[config.mk]
export PLATFORM = sky130hd
export DESIGN_NAME = fir_mac_arbiter
export DESIGN_NICKNAME = d
export VERILOG_FILES = /design/src/rtl/functs.sv /design/src/rtl/rr_pick.sv /design/src/rtl/fir_mac_arbiter.sv
export SDC_FILE = /design/constraint.sdc
export NUM_CORES = 2
export LEC_CHECK = 0
export BUFFER_PORTS_ARGS = -buffer_cell sky130_fd_sc_hd__clkbuf_2
export CORE_AREA = 2 2 280 282
export CTS_BUF_LIST = sky130_fd_sc_hd__clkbuf_4
export CTS_CLUSTER_DIAMETER = 40
export DETAILED_ROUTE_END_ITERATION = 10
export DIE_AREA = 0 0 282 284
export PLACE_DENSITY = 0.6
export SLEW_MARGIN = 30
export SYNTH_ARGS = -nofsm -noshare
export SYNTH_HDL_FRONTEND = slang
export SYNTH_HIERARCHICAL = 1
export SYNTH_SLANG_ARGS = --single-unit
[constraint.sdc]
create_clock -name clock -period 24.1 [get_ports clock]
set_clock_uncertainty 0.15 [all_clocks]
set_input_delay 4.82 -clock clock [delete_from_list [all_inputs] [get_ports clock]]
set_output_delay 4.82 -clock clock [all_outputs]
set_load 0.01 [all_outputs]
[src/rtl/functs.sv]
// Shared fixed-point helpers and arbiter state encoding for the radio FIR chain.
package functs;

  localparam int unsigned FRAC_BITS = 10;

  typedef enum logic [1:0] {IDLE, BURST, DRAIN, RESULT} arb_state_t;

  // Q10 fractional multiply: full 64-bit signed product, arithmetic shift, keep low word.
  function automatic logic [31:0] mul_frac10_32b(input logic [31:0] a, input logic [31:0] b);
    logic signed [63:0] a_ext;
    logic signed [63:0] b_ext;
    logic signed [63:0] prod;
    a_ext = $signed({{32{a[31]}}, a});
    b_ext = $signed({{32{b[31]}}, b});
    prod  = (a_ext * b_ext) >>> FRAC_BITS;
    return prod[31:0];
  endfunction

endpackage

[src/rtl/rr_pick.sv]
// Combinational circular priority picker: the first set request at or after ptr_i wins.
module rr_pick #(
  parameter int unsigned N = 2
) (
  input  logic [N-1:0]         req_i,
  input  logic [$clog2(N)-1:0] ptr_i,
  output logic [N-1:0]         gnt_o
);

  logic [N-1:0] req_rot;
  logic [N-1:0] gnt_rot;

  always_comb begin
    // Rotate so the pointer position lands on bit 0, then isolate the lowest set bit.
    req_rot = N'({req_i, req_i} >> ptr_i);
    gnt_rot = req_rot & (~req_rot + {{(N-1){1'b0}}, 1'b1});
    gnt_o   = N'({gnt_rot, gnt_rot} >> (N - 32'(ptr_i)));
  end

endmodule

[src/rtl/fir_mac_arbiter.sv]
// Round-robin sequencer sharing one Q10 fractional MAC among NUM_REQ FIR channels;
// each grant covers a whole operand burst and ends with a one-cycle result pulse.
module fir_mac_arbiter #(
  parameter int unsigned NUM_REQ    = 2,
  parameter int unsigned DATA_WIDTH = 32,
  parameter int unsigned FRAC_BITS  = 10
) (
  input  logic                               clock,
  input  logic                               reset,
  input  logic [NUM_REQ-1:0]                 req,
  input  logic [NUM_REQ-1:0][DATA_WIDTH-1:0] op_a,
  input  logic [NUM_REQ-1:0][DATA_WIDTH-1:0] op_b,
  input  logic [NUM_REQ-1:0]                 op_last,
  output logic [NUM_REQ-1:0]                 ack,
  output logic [NUM_REQ-1:0]                 grant,
  output logic                               busy,
  output logic [NUM_REQ-1:0]                 res_valid,
  output logic [DATA_WIDTH-1:0]              res_data
);
  import functs::*;

  localparam int unsigned PtrW  = $clog2(NUM_REQ);
  localparam int unsigned ProdW = 2 * DATA_WIDTH;

  if (FRAC_BITS != functs::FRAC_BITS) begin : g_bad_frac
    $error("fir_mac_arbiter: FRAC_BITS must be 10");
  end
  if (NUM_REQ < 2 || NUM_REQ > 8) begin : g_bad_num_req
    $error("fir_mac_arbiter: NUM_REQ must be within 2..8");
  end

  arb_state_t              state_q, state_d;
  logic [NUM_REQ-1:0]      grant_q, grant_d, res_valid_q, res_valid_d, pick;
  logic [PtrW-1:0]         ptr_q, ptr_d, gidx;
  logic                    first_q, first_d;
  logic                    mul_v_q, mul_v_d, mul_first_q, mul_first_d, mul_last_q, mul_last_d;
  logic [DATA_WIDTH-1:0]   mul_q, mul_d, acc_q, acc_d, res_data_q, res_data_d;
  logic [DATA_WIDTH-1:0]   a_sel, b_sel, mul_res;
  logic signed [ProdW-1:0] a_ext, b_ext;
  logic                    fire, sel_last;

  rr_pick #(
    .N (NUM_REQ)
  ) u_rr_pick (
    .req_i (req),
    .ptr_i (ptr_q),
    .gnt_o (pick)
  );

  always_comb begin
    gidx = '0;
    for (int unsigned k = 0; k < NUM_REQ; k++) begin
      if (grant_q[k]) gidx = PtrW'(k);
    end
  end

  assign ack      = (state_q == BURST) ? (grant_q & req) : '0;
  assign fire     = |ack;
  assign sel_last = op_last[gidx];
  assign a_sel    = op_a[gidx];
  assign b_sel    = op_b[gidx];

  always_comb begin
    a_ext   = $signed({{DATA_WIDTH{a_sel[DATA_WIDTH-1]}}, a_sel});
    b_ext   = $signed({{DATA_WIDTH{b_sel[DATA_WIDTH-1]}}, b_sel});
    // Arithmetic shift floors toward minus infinity before the low word is kept.
    mul_res = DATA_WIDTH'((a_ext * b_ext) >>> FRAC_BITS);
  end

  always_comb begin
    mul_v_d     = fire;
    mul_first_d = fire & first_q;
    mul_last_d  = fire & sel_last;
    mul_d       = fire ? mul_res : mul_q;
    acc_d       = acc_q;
    if (mul_v_q) acc_d = (mul_first_q ? '0 : acc_q) + mul_q;
  end

  always_comb begin
    state_d     = state_q;
    grant_d     = grant_q;
    ptr_d       = ptr_q;
    first_d     = first_q;
    res_valid_d = '0;
    res_data_d  = res_data_q;
    unique case (state_q)
      IDLE: begin
        if (|req) begin
          grant_d = pick;
          first_d = 1'b1;
          state_d = BURST;
        end
      end
      BURST: begin
        if (fire) first_d = 1'b0;
        if (fire && sel_last) state_d = DRAIN;
      end
      // The last product is being summed this cycle, so acc_q is final in RESULT.
      DRAIN: begin
        if (mul_v_q && mul_last_q) state_d = RESULT;
      end
      RESULT: begin
        res_valid_d = grant_q;
        res_data_d  = acc_q;
        ptr_d       = (gidx == PtrW'(NUM_REQ - 1)) ? '0 : gidx + PtrW'(1);
        grant_d     = '0;
        state_d     = IDLE;
      end
      default: state_d = IDLE;
    endcase
  end

  always_ff @(posedge clock or posedge reset) begin
    if (reset) begin
      state_q     <= IDLE;
      grant_q     <= '0;
      ptr_q       <= '0;
      first_q     <= 1'b0;
      mul_v_q     <= 1'b0;
      mul_first_q <= 1'b0;
      mul_last_q  <= 1'b0;
      mul_q       <= '0;
      acc_q       <= '0;
      res_valid_q <= '0;
      res_data_q  <= '0;
    end else begin
      state_q     <= state_d;
      grant_q     <= grant_d;
      ptr_q       <= ptr_d;
      first_q     <= first_d;
      mul_v_q     <= mul_v_d;
      mul_first_q <= mul_first_d;
      mul_last_q  <= mul_last_d;
      mul_q       <= mul_d;
      acc_q       <= acc_d;
      res_valid_q <= res_valid_d;
      res_data_q  <= res_data_d;
    end
  end

  assign grant     = grant_q;
  assign busy      = (state_q != IDLE);
  assign res_valid = res_valid_q;
  assign res_data  = res_data_q;

endmodule

# [Word-level counts from Yosys, hierarchy flattened]
# Index checks and enable logic that the tools add are counted.
[word_totals] register_bits=107 input_bits=134 out_inout_bits=39
[classes] add_sub_neg=4 mul=1 n_lt_le_gt_ge=1 eq_ne=7 shifts=2 muxes=20 bitwise=5 n_reduce_logical=11
[op_table] op="32-bit two-way mux" count=5
[op_table] op="32-bit by 32-bit multiplier with 42-bit output" count=1
[op_table] op="32-bit adder" count=1
[op_table] op="4-bit by 32-bit right shift with 2-bit output" count=1
[op_table] op="2-bit two-way mux" count=6
[op_table] op="2-bit case mux with 4 select lines" count=1
[op_table] op="1-bit two-way mux" count=6
[op_table] op="2-bit inequality test (second input constant)" count=3
[op_table] op="3-bit AND reduction" count=2
[op_table] op="2-bit nonzero test" count=3
[op_table] op="2-bit AND" count=2
[op_table] op="2-bit equality test (second input constant)" count=2
[op_table] op="2-bit case mux with 2 select lines" count=1
[op_table] op="2-bit OR reduction" count=2
[op_table] op="4-bit by 1-bit right shift with 2-bit output" count=1
[op_table] op="2-bit by 1-bit subtractor with 3-bit output (first input constant)" count=1
[op_table] op="2-bit by 1-bit adder with 2-bit output (second input constant)" count=1
[op_table] op="1-bit AND" count=2
[op_table] op="2-bit by 1-bit equality test with 1-bit output (second input constant)" count=1
[op_table] op="1-bit logical AND" count=2
[op_table] op="2-bit zero test" count=1
[op_table] op="1-bit by 2-bit less-than comparator with 1-bit output (second input constant)" count=1
[op_table] op="2-bit by 1-bit inequality test with 1-bit output (second input constant)" count=1
[op_table] op="2-bit inverter" count=1
[op_table] op="other kinds (3)" count=3

# [Logic depth before layout (Yosys ltp)]
[depth] word_depth=7 mapped_depth=33 ltp_nobuf=27

# [Cells and area by module]
# Netlist, hierarchy kept.
[modules_own_cells] module="fir_mac_arbiter" instances=1 cells_each=3328 area_per_inst_um2=30545.5
[modules_own_cells] module="rr_pick" instances=1 cells_each=3 area_per_inst_um2=18.8

# [Worst setup path after synthesis]
# OpenSTA, ideal clock, no wires.
[synth_path] path_kind="input port to flip-flop" from="input port op_a[45] (netlist name)" to="register mul_q[31]" setup_time_ns=0.131 arrival_time_ns=11.726 required_ns=23.819 slack_ns=12.093 cell_stages=26 path_cell_list="mux2i_1 > clkbuf_1 > nor2_1 > fa_1 > fa_1 > inv_1 > fa_1 > fa_1 > inv_1 > fa_1 > inv_1 > fa_1 > inv_1 > fa_1 > fa_1 > ha_1 > o21ai_0 > o21bai_1 > nor3_1 > a211oi_4 > a311oi_4 > a311oi_1 > o21a_1 > nor2_1 > xnor2_1 > o21ai_1"
[synth_between] elab_chain_len=3
[synth_lines] item="start, declared" line="fir_mac_arbiter.sv:11" source="input logic [NUM_REQ-1:0][DATA_WIDTH-1:0] op_a,"
[synth_lines] item="32-bit two-way mux (not written as such) (2 in a row)" line="fir_mac_arbiter.sv:60" source="assign a_sel = op_a[gidx];"
[synth_lines] item="32-bit by 32-bit multiplier with 42-bit output" line="fir_mac_arbiter.sv:67" source="mul_res = DATA_WIDTH'((a_ext * b_ext) >>> FRAC_BITS);"
[synth_lines] item="end signal, assigned" line="fir_mac_arbiter.sv:134" source="mul_q <= mul_d;"
[synth_lines] item="end, declared" line="fir_mac_arbiter.sv:37" source="logic [DATA_WIDTH-1:0] mul_q, mul_d, acc_q, acc_d, res_data_q, res_data_d;"
# Every way passes these cells. The select of a mux whose other input is x is not followed.
# A chain may end at the register's enable or synchronous reset.

# [Worst setup path after layout]
[layout_path] from="input port op_b[42] (netlist name)" to="register mul_q[31]"
[layout_between] elab_chain_len=3
[layout_lines] item="start, declared" line="fir_mac_arbiter.sv:12" source="input logic [NUM_REQ-1:0][DATA_WIDTH-1:0] op_b,"
[layout_lines] item="32-bit two-way mux (not written as such) (2 in a row)" line="fir_mac_arbiter.sv:61" source="assign b_sel = op_b[gidx];"
[layout_lines] item="32-bit by 32-bit multiplier with 42-bit output" line="fir_mac_arbiter.sv:67"
# Every way passes these cells. The select of a mux whose other input is x is not followed.

==> summary by stage <==
Floorplanning
The die boundary width is 282 um. During I/O placement, the number of pins put on the boundary was 173. In this run the vertical extent of the chip is 284 um. The floorplan die area is 0.08009 mm^2.

The core region is 0.07696 mm^2. The floorplan has 102 rows. The initial standard-cell utilization of the core is 39.72%.

Final layout
The combined area of the multi-input logic cells is 0.02472 mm^2. The net count of the finished layout is 4459. Compared with the post-synthesis result, the final layout area differs by 7.487%.

The count of fill cells added during filler insertion is 7673. The commonest non-fill, non-tap cell in the layout is sky130_fd_sc_hd__inv_1. The area taken by flip-flops and latches is 0.002681 mm^2. Once layout is done, the placed cells without fillers occupy 0.03285 mm^2. The top cell types in the final layout, fill and taps aside, are sky130_fd_sc_hd__inv_1, sky130_fd_sc_hd__fa_1, sky130_fd_sc_hd__nor2_1, sky130_fd_sc_hd__nand2_1, sky130_fd_sc_hd__ha_1. Of the cells placed in the final design, the portion with a size suffix greater than 1 is 11.94%.

Placed design
The total half-perimeter wirelength after legalization and detailed placement is 74830 um. After detailed placement, the total cell area comes to 0.03271 mm^2. The congestion estimate from routability-driven global placement came to 0.9296. Input and output buffers added on the ports amount to 172.

Flow run
The number of maximum-capacitance constraint violations is 0.

Timing
After routing, the total negative slack on setup checks comes to 0 ns. Setup repair after global routing left no endpoint under its margin. For the pin with the worst max-slew slack, the measured transition is 1.042 ns. The relative slew slack is 28.57%. The top achievable clock speed is 0.08306 GHz. Setup violations remaining at the end of the flow were counted as 0. The count of pins over their slew limit is 0. The number of hold violations in the final report is 0. The worst path uses 49.96% of the clock period.

The final period demand of the worst path is 12.04 ns.

Clocking
After clock tree synthesis, the setup repair step added 0 buffers. In this run the deepest clock path goes through 2 buffers. The CTS tree is done. For this design, the CTS-stage hold fixing added 0 buffers. After clock tree synthesis, the repair step resized 0 gates.

The clock latency reported for the late side of the worst-skew pair is 0.50 ns. Counting every sink on the clock net gives 107. The clock-pin slew on the worst setup and hold paths is 0.17 ns. In this run, CTS created clock tree buffers numbering 9.

The cell sitting at the root of the clock tree is a sky130_fd_sc_hd__clkbuf_4. The H-tree depth is 3.

Synth
The synthesized-area fraction occupied by and/or/nand/nor cells is 12.77%. The number of standard cells after synthesis is 3331. The synthesized netlist devotes 4.659% of its cell area to compound gates. In this run, synthesis produced a sequential element count of 107. The sequential element share of the synthesized area is 8.760%. The yosys synthesis warning count is 6. Yosys mapped the design onto 73 distinct sky130hd cell types. The synthesized design contains 0 enable-type register cells. In this run the cell area of the synthesized design comes to 0.03056 mm^2.

The parity-gate share of the synthesized area counting xor and xnor cells is 2.952%. Counting every net in the synthesized netlist gives 4353. The mean post-synth cell area is 9.176 um^2.

The proportion of synthesized flip-flops having asynchronous set or reset is 100.0%. By area, the combinational part of the netlist is dominated by adder cells. The fraction of the mapped netlist area in adder cells is 53.42%. The main flop type after synthesis is sky130_fd_sc_hd__dfrtp_1.

The portion of synthesized area spent on multiplexers is 6.624%.

Route
The starting DRC count in detailed routing is 1616. After detailed routing, the average wire length per cell comes to 20.03 um. The number of nets with antenna violations after detailed routing is 0. The final wirelength is 89830 um. Using the TritonRoute via totals, the vias-per-cell ratio works out to 5.108. The final route contains 22910 vias. The number of detailed-route iterations in the first pass is 7. In the routed design, unresolved DRC markers number 0.

Min path
In this run the worst hold path is classified as flip-flop to flip-flop.

Setup path
Of all nets on the critical path, the largest fanout is 9. STA classifies the critical path startpoint as a primary input. The cell seen most often among critical-path stages is sky130_fd_sc_hd__fa_1. The sum of buffers and inverters on the critical path is 7.

For the worst setup path, the data required time is 24.39 ns. The critical path data arrival time is 12.33 ns. STA classifies the critical path endpoint as a flip-flop. The worst stage delay on the critical path is 0.76 ns.

Broken down by cell family, the worst path's largest delay share belongs to adder cells. By startpoint and endpoint, the worst setup path is classified as primary input to flip-flop. Among all stages on the critical path, the largest delay is contributed by sky130_fd_sc_hd__mux2i_2.

GRT
The first-pass GRT wire length is 142700 um. For this run the aggregate overflow at the end of global routing stands at 0. In the global route stage, overall resource usage came out at 23.43%. Entering global routing, the biggest net connects 69 pins. The number of antenna violations at the first check in global routing was 1.

The via count of the first global-routing pass came to 24790.

Run status
The flow ran to the end, and the final reports show no timing, DRC or antenna violations.
## metrics by stage
stage          hold slack [ns]  setup WS, ns  instances  util, %
2_1_floorplan           0.3041         12.09       3331        -
3_3_place_gp            0.3233         11.63       4466    42.49
3_5_place_dp            0.3272         11.52       4466    42.50
4_1_cts                 0.3657         12.08       4482    42.68
5_1_grt                 0.3959         11.69       4483    42.69
6_report                0.3592         12.06       4484    42.69
## worst register-to-register path: cells and delay by family, from the launching register on
| family | cells | cell delay [ns] |
|---|---|---|
| buf+inv | 8 | 2.15 |
| fa+ha+maj | 9 | 3.87 |
| compound gates | 6 | 1.78 |
| simple gates | 4 | 0.47 |
| flops | 1 | 0.81 |
| mux | 1 | 0.92 |
| xor+xnor | 1 | 0.12 |
## cell type report
class / instances / area share, %
antenna: 2 / 0.01523
timing repair buffer: 223 / 3.786
tap: 1040 / 3.961
clock inverter: 7 / 0.2133
sequential: 107 / 8.162
multi-input combinational: 2360 / 75.23
clock buffer: 9 / 0.2057
inverter: 736 / 8.424
## sequential cells by signal, indices dropped and copies added (netlist names)
name         flops
res_valid        2
acc_q           32
res_data        32
state_q          2
mul_first_q      1
ptr_q            1
grant            2
first_q          1
mul_last_q       1
mul_q           32
mul_v_q          1
## cell families after synthesis
family,Yosys count
and+or+nand+nor,979
DFF,107
buffers and inverters,864
AOI/OAI and AO/OA,210
adders and majority gates,888
muxes,180
xor gates and xnor gates,103
## worst paths after layout
kind,start,endpoint,slack [ns],cells after the start
setup / recovery,op_b[42],mul_q[31],12.06,28
setup reg to reg,grant[1],mul_q[31],13.79,29
min in group asynchronous,reset,res_data[5],4.21,2
hold reg to reg,mul_q[8],mul_q[8],0.36,2
max in group asynchronous,reset,grant[1],18.58,3
hold / removal,mul_q[8],mul_q[8],0.36,2
## Yosys cell counts (24+ instances only)
master                     count  area share (%)
sky130_fd_sc_hd__inv_1       736             9.0
sky130_fd_sc_hd__fa_1        695              46
sky130_fd_sc_hd__nor2_1      526             6.5
sky130_fd_sc_hd__nand2_1     355             4.4
sky130_fd_sc_hd__ha_1        193             7.9
sky130_fd_sc_hd__clkbuf_1    112             1.4
sky130_fd_sc_hd__mux2_2      112             4.1
sky130_fd_sc_hd__dfrtp_1     107             8.8
sky130_fd_sc_hd__xnor2_1      87             2.5
sky130_fd_sc_hd__a21oi_1      69             1.1
sky130_fd_sc_hd__mux2i_1      52             1.7
sky130_fd_sc_hd__o21ai_0      36            0.59
sky130_fd_sc_hd__nor2b_1      33            0.68
sky130_fd_sc_hd__a21o_1       24            0.59
## routing by layer
metal	GRT usage (%)	vias up	share of wire [%]
met5	0	-	0
met1	31.37	11660	41
met2	38.67	927	47
met4	10.32	0	5.3
li1	-	10110	-
met3	2.116	210	6.6
Power is not shown: default switching activity piles up to over one toggle a cycle in this logic, so the estimate is an artifact.
